[config.mk]
export PLATFORM = sky130hd
export DESIGN_NAME = text_write_sequencer
export DESIGN_NICKNAME = d
export VERILOG_FILES = /design/src/rtl/text_write_sequencer_pkg.sv /design/src/rtl/text_write_sequencer_cmd_fifo.sv /design/src/rtl/text_write_sequencer.sv
export SDC_FILE = /design/constraint.sdc
export NUM_CORES = 1
export LEC_CHECK = 0
export CORE_MARGIN = 5
export CORE_UTILIZATION = 45
export CTS_BUF_LIST = sky130_fd_sc_hd__clkbuf_16
export CTS_CLUSTER_DIAMETER = 80
export DETAILED_ROUTE_END_ITERATION = 10
export GPL_TIMING_DRIVEN = 0
export PLACE_DENSITY = 0.73
export SYNTH_ARGS = -nofsm -noshare
export SYNTH_HDL_FRONTEND = slang
export SYNTH_SLANG_ARGS = --single-unit
[constraint.sdc]
create_clock -name clk -period 5.6 [get_ports clk]
set_input_delay 1.68 -clock clk [delete_from_list [all_inputs] [get_ports clk]]
set_output_delay 1.68 -clock clk [all_outputs]
set_load 0.01 [all_outputs]
[src/rtl/text_write_sequencer_pkg.sv]
// text_write_sequencer_pkg: screen geometry, field widths, command opcodes and sequencer states
package text_write_sequencer_pkg;
    localparam int DEF_TEXT_COLS  = 100;
    localparam int DEF_TEXT_ROWS  = 60;
    localparam int DEF_COLS_W     = 7;
    localparam int DEF_ROWS_W     = 6;
    localparam int DEF_ATTR_W     = 20;
    localparam int DEF_FIFO_DEPTH = 8;
    localparam int CMDOP_W        = 2;
    typedef enum logic [CMDOP_W-1:0] {
        OP_WRITE_AT   = 2'd0,
        OP_WRITE_NEXT = 2'd1,
        OP_FILL       = 2'd2,
        OP_SET_CURSOR = 2'd3
    } cmd_op_t;
    typedef enum logic {IDLE, FILL} seq_state_t;
endpackage

[src/rtl/text_write_sequencer_cmd_fifo.sv]
// cmd_fifo: single-clock FIFO holding packed sequencer commands; full/empty derive from registered occupancy
module cmd_fifo #(
    parameter int WIDTH = 8,
    parameter int DEPTH = 8
) (
    input  logic             clk,
    input  logic             reset_button,
    input  logic             push,
    input  logic             pop,
    input  logic [WIDTH-1:0] din,
    output logic [WIDTH-1:0] dout,
    output logic             full,
    output logic             empty
);
    localparam int AW = $clog2(DEPTH);
    localparam int CW = AW + 1;
    logic [WIDTH-1:0] mem [DEPTH];
    logic [AW-1:0]    wr_ptr;
    logic [AW-1:0]    rd_ptr;
    logic [CW-1:0]    count;
    logic             do_push;
    logic             do_pop;
    assign do_push = push & ~full;
    assign do_pop  = pop & ~empty;
    assign full    = count == CW'(DEPTH);
    assign empty   = count == '0;
    assign dout    = mem[rd_ptr];
    always_ff @(posedge clk) begin
        if (do_push) mem[wr_ptr] <= din;
    end
    always_ff @(posedge clk or negedge reset_button) begin
        if (!reset_button) begin
            wr_ptr <= '0;
            rd_ptr <= '0;
            count  <= '0;
        end else begin
            if (do_push) wr_ptr <= wr_ptr + AW'(1);
            if (do_pop) rd_ptr <= rd_ptr + AW'(1);
            count <= count + CW'(do_push) - CW'(do_pop);
        end
    end
endmodule

[src/rtl/text_write_sequencer.sv]
// text_write_sequencer: queues character-write commands, tracks an auto-advancing text cursor
// and expands FILL into a row-major full-screen burst, issuing at most one memory write per clk.
module text_write_sequencer
    import text_write_sequencer_pkg::*;
#(
    parameter int TEXT_COLS  = DEF_TEXT_COLS,
    parameter int TEXT_ROWS  = DEF_TEXT_ROWS,
    parameter int COLS_W     = DEF_COLS_W,
    parameter int ROWS_W     = DEF_ROWS_W,
    parameter int ATTR_W     = DEF_ATTR_W,
    parameter int FIFO_DEPTH = DEF_FIFO_DEPTH
) (
    input  logic               clk,
    input  logic               reset_button,
    input  logic               cmd_valid,
    output logic               cmd_ready,
    input  logic [CMDOP_W-1:0] cmd_op,
    input  logic [COLS_W-1:0]  cmd_x,
    input  logic [ROWS_W-1:0]  cmd_y,
    input  logic [ATTR_W-1:0]  cmd_attr,
    output logic               write,
    output logic [COLS_W-1:0]  xtextwrite,
    output logic [ROWS_W-1:0]  ytextwrite,
    output logic [ATTR_W-1:0]  value,
    output logic               busy,
    output logic               range_error
);
    localparam int ENTRY_W = CMDOP_W + COLS_W + ROWS_W + ATTR_W;
    localparam logic [COLS_W-1:0] LAST_X = COLS_W'(TEXT_COLS - 1);
    localparam logic [ROWS_W-1:0] LAST_Y = ROWS_W'(TEXT_ROWS - 1);

    seq_state_t         state;
    logic [COLS_W-1:0]  cur_x;
    logic [ROWS_W-1:0]  cur_y;
    logic [ATTR_W-1:0]  fill_attr;
    logic               full;
    logic               empty;
    logic               pop;
    logic [ENTRY_W-1:0] head;
    logic [CMDOP_W-1:0] head_op;
    logic [COLS_W-1:0]  head_x;
    logic [ROWS_W-1:0]  head_y;
    logic [ATTR_W-1:0]  head_attr;
    logic               head_in_range;

    function automatic logic [ROWS_W+COLS_W-1:0] succ(input logic [COLS_W-1:0] x, input logic [ROWS_W-1:0] y);
        return (x != LAST_X) ? {y, x + COLS_W'(1)} :
               (y != LAST_Y) ? {y + ROWS_W'(1), {COLS_W{1'b0}}} : '0;
    endfunction

    cmd_fifo #(
        .WIDTH (ENTRY_W),
        .DEPTH (FIFO_DEPTH)
    ) u_cmd_fifo (
        .clk          (clk),
        .reset_button (reset_button),
        .push         (cmd_valid),
        .pop          (pop),
        .din          ({cmd_op, cmd_x, cmd_y, cmd_attr}),
        .dout         (head),
        .full         (full),
        .empty        (empty)
    );

    assign {head_op, head_x, head_y, head_attr} = head;
    assign head_in_range = (head_x <= LAST_X) && (head_y <= LAST_Y);
    assign pop       = (state == IDLE) & ~empty;
    assign cmd_ready = ~full;
    assign busy      = ~empty | (state == FILL) | write;

    // The cursor doubles as the fill scan position; its wrap after the last cell leaves it at (0,0).
    always_ff @(posedge clk or negedge reset_button) begin
        if (!reset_button) begin
            state       <= IDLE;
            cur_x       <= '0;
            cur_y       <= '0;
            fill_attr   <= '0;
            write       <= 1'b0;
            xtextwrite  <= '0;
            ytextwrite  <= '0;
            value       <= '0;
            range_error <= 1'b0;
        end else begin
            write <= 1'b0;
            if (state == FILL) begin
                write          <= 1'b1;
                xtextwrite     <= cur_x;
                ytextwrite     <= cur_y;
                value          <= fill_attr;
                {cur_y, cur_x} <= succ(cur_x, cur_y);
                if (cur_x == LAST_X && cur_y == LAST_Y) state <= IDLE;
            end else if (!empty) begin
                case (cmd_op_t'(head_op))
                    OP_WRITE_AT: begin
                        if (head_in_range) begin
                            write          <= 1'b1;
                            xtextwrite     <= head_x;
                            ytextwrite     <= head_y;
                            value          <= head_attr;
                            {cur_y, cur_x} <= succ(head_x, head_y);
                        end else begin
                            range_error <= 1'b1;
                        end
                    end
                    OP_WRITE_NEXT: begin
                        write          <= 1'b1;
                        xtextwrite     <= cur_x;
                        ytextwrite     <= cur_y;
                        value          <= head_attr;
                        {cur_y, cur_x} <= succ(cur_x, cur_y);
                    end
                    OP_FILL: begin
                        state     <= FILL;
                        fill_attr <= head_attr;
                        cur_x     <= '0;
                        cur_y     <= '0;
                    end
                    default: begin
                        if (head_in_range) begin
                            cur_x <= head_x;
                            cur_y <= head_y;
                        end else begin
                            range_error <= 1'b1;
                        end
                    end
                endcase
            end
        end
    end
endmodule

==> summary.md <==
| Metric | Value |
|---|---|
| TritonRoute pass-1 iters | 6 |
| Endpoints failing setup | 0 |
| Crit Path Category | reg2reg |
| Worst rel slew slack | 0.375 |
| Synthesis-stage register bit count | ~360 |
| YS warnings | 0 |
| Drt wl/cell | between 20 and 25 µm |
| Post-route ant nets | 0 |
| Placer Congestion | roughly 0.9 |
| Fraction of layout cells with a size suffix above 1 | 0.221 |
| Vias in the first global route | 8,801 |
| Util after Layout | 0.542 |
| Area after DPL | roughly 17,000 µm² |
| Core area | roughly 34,000 µm² |
| Clk slew on worst S/H paths | roughly 0.060 ns |
| Worst Tran Pin Value | around 0.94 ns |
| RSZ-0062 raised after global routing | false |
| Via Count | roughly 8,500 |
| Skew final | between 0.015 and 0.02 ns |
| First-pass GRT wire length | roughly 53,000 µm |
| Worst path max stage delay | about 0.54 ns |
| Hold buffers post-CTS | 0 |
| Max-Cap Viols | 0 |
| Max Fclk | roughly 200 MHz |
| CTS sink count | between 300 and 400 |
| Initial drt markers | about 1,100 |
| Mapped cell area | 15,300 µm² |
| Most Crowded Layer GR | met2 |
| Post-DP HPWL | around 22,000 µm |
| Antenna diodes | 0 |
| Total Wirelength | about 33,000 µm |
| Die ar. | 37,800 µm² |
| Commonest cells after routing, fill and taps aside | edfxtp_1 (280), dfrtp_1 (79), clkdlybuf4s50_1 (73) |
| Async SR Flop Fraction | 0.220 |
| CP most frequent cell | buf_2 |
| Fin. Hold Viols | 0 |
| # IOs | 75 |
| Static Leak | approximately 6.4 nW |
| Via density | about 5.6 |
| FILL cells | 2,606 |
| Die H | roughly 190 µm |
| Final worst setup slack | between 0.5 and 0.6 ns |
| Worst setup EP type | flop |
| Cell count after synthesis | about 920 |
| Reg2Reg Setup Slack | ~0.55 ns |
| Max-slew violations | 0 |
| PortBufs | 74 |
| TritonCTS buffer count | 36 |
| DRC viols | 0 |
| Avg Cell Area, Syn | about 17 µm² |
| Min Tclk post-route | slightly above 5 ns |
| Grt met1 use | 0.247 |
| Post-synthesis sequential area ratio | 0.679 |
| Top_reg_cell synth | edfxtp_1 |
| Most common cell after layout, fill and taps aside | edfxtp_1 |
| Rows | 67 |
| Status | completed |
| Hold Path Class | reg2reg |
| Antenna violations before repair | 3 |
| Clock buffer depth | 3 |
| Worst skew pair latency | ~0.52 ns |
| Tot GR Track Use | 0.178 |
| Crit Path Max Fanout | 10 |
| Final Instance Area | roughly 18,000 µm² |
| Power per cell area | about 580 nW/µm² |
| Post-Syn Nets | 971 |
| Post-synth cell types | a little under 70 |
| Chip width | 194 µm |
| Synth-to-Final Area Change | 18.8% |
| Worst Hold Slack | a little over 0.5 ns |
| TritonCTS clock tree | done |
| Largest net degree at the start of global routing | 70 |
| # nets final | 1,097 |
| Crit-path cells | buf_6, buf_2, buf_2, buf_2, mux4_2, mux2i_1, ha_2, clkinvlp_4, a21oi_2, nand3_1, o211ai_1, clkbuf_2, mux2_2 |
| Number of enable flip-flop cells after synthesis | 280 |
| DP Worst Slack | -0.102 ns |
| Met2 GRT Util | 0.295 |
| Grt ovf | 0 |
| H-tree depth | 2 |
| Worst path required time | 6.00 ns |
| VDD IR max | ~0.26 mV |
| Crit share post-route | 0.903 |
| Initial core utilization | 0.456 |
| Root buf cell | clkbuf_16 |
| GRT met3 Usage | 0.0358 |
| CP Launch Type | flop |
| CP max stage cell | mux4_2 |
| WP data arrival | around 5.5 ns |
stage by stage:
stage,instances,setup TNS (ns),power [W]
final,1518,0,0.0105
after global routing,1518,0,0.0111
after CTS,1519,0,0.0105
after detailed placement,1453,-0.180,0.00798
after global placement,1438,-264.97,0.00781
after floorplan,916,0,0.00660
Yosys cell counts, types with 3 or more instances:
| cell | instances | area (µm²) |
|---|---|---|
| a21oi_1 | 34 | 170 |
| and2_1 | 6 | 37.5 |
| mux2i_1 | 35 | 350 |
| dfrtp_1 | 79 | 1980 |
| a21o_1 | 3 | 22.5 |
| mux2_4 | 31 | 465 |
| nand3_1 | 15 | 75.1 |
| nand3b_1 | 3 | 22.5 |
| buf_2 | 9 | 45.0 |
| or2_2 | 3 | 18.8 |
| mux4_2 | 67 | 1510 |
| nand2b_1 | 8 | 50.1 |
| nor2_1 | 58 | 218 |
| clkbuf_1 | 23 | 86.3 |
| xnor2_1 | 4 | 35.0 |
| ha_1 | 16 | 200 |
| a22oi_1 | 7 | 52.6 |
| xor2_1 | 4 | 35.0 |
| and3_1 | 6 | 37.5 |
| nor3_1 | 8 | 40.0 |
| o21ai_0 | 37 | 185 |
| nand4_1 | 4 | 25.0 |
| nor2b_1 | 4 | 25.0 |
| nor4_1 | 8 | 50.1 |
| nand2_1 | 55 | 206 |
| inv_1 | 16 | 60.1 |
| buf_6 | 9 | 101 |
| a31oi_1 | 6 | 37.5 |
| mux2_2 | 20 | 225 |
| edfxtp_1 | 280 | 8410 |
| o31ai_1 | 4 | 30.0 |
| buf_1 | 7 | 26.3 |
| or4_1 | 3 | 22.5 |
flip-flops by register name, indices dropped and copies added (netlist names):
signal	flops
u_cmd_fifo.rd_ptr	3
u_cmd_fifo.wr_ptr	3
u_cmd_fifo.mem	280
value	20
xtextwrite	7
cur_y	6
ytextwrite	6
range_error	1
fill_attr	20
cur_x	7
state	1
write	1
u_cmd_fifo.count	4
cells by family (layout without fill, tap and decap cells):
kind of cell,after synthesis,in the layout,share of synthesized area
and+or+nand+nor,192,192,0.0614
muxes,155,155,0.170
AOI/OAI and AO/OA,119,119,0.0495
DFF,359,359,0.679
xor gates and xnor gates,8,8,0.00458
buffers and inverters,66,220,0.0216
adders and majority gates,17,17,0.0144
power breakdown:
part           switching (W)  internal, W
combinational        0.00226      0.00193
sequential          0.000279      0.00350
clock                0.00101      0.00152
metal layers:
layer / share of wire / routed length, µm
met2: 0.49 / 16300
met3: 0.068 / 2270
met1: 0.42 / 14000
met4: 0.021 / 710
met5: 0.0010 / 34
worst max-delay path: cells and delay by family (launching register included):
kind	cells	cell delay, ns
buffers and inverters	6	1.88
muxes	3	1.35
AOI/OAI and AO/OA	2	0.69
adders and majority gates	1	0.45
DFF	1	0.41
and+or+nand+nor	1	0.13
what timing repair did:
action                     CTS  global route
setup endpoints to repair    2            13
buffers inserted             0             0
resized for setup            1             6
path summary, 6_finish.rpt:
path / start / end / cells after the start
setup / recovery: u_cmd_fifo.rd_ptr[0]$_DFFE_PN0P_ / cur_y[4]$_DFFE_PN0P_ / 13
hold / removal: xtextwrite[1]$_DFFE_PN0P_ / xtextwrite[1]$_DFFE_PN0P_ / 1
min in group asynchronous: reset_button / u_cmd_fifo.wr_ptr[1]$_DFFE_PN0P_ / 1
max in group asynchronous: reset_button / fill_attr[15]$_DFFE_PN0P_ / 2
setup reg to reg: u_cmd_fifo.rd_ptr[0]$_DFFE_PN0P_ / cur_y[4]$_DFFE_PN0P_ / 13
hold reg to reg: xtextwrite[1]$_DFFE_PN0P_ / xtextwrite[1]$_DFFE_PN0P_ / 1
layout make-up:
cell class / count / area, µm² / share of cell area
flip-flops and latches: 359 / 10400 / 0.571
multi-input cells: 491 / 4650 / 0.256
repair buffers: 89 / 991 / 0.0545
clock buffers: 38 / 951 / 0.0523
well taps: 448 / 561 / 0.0308
clock inverters: 28 / 313 / 0.0172
plain buffers: 48 / 265 / 0.0146
inverters: 17 / 67.6 / 0.00372
Note: power is estimated with default switching activity, not from simulation.
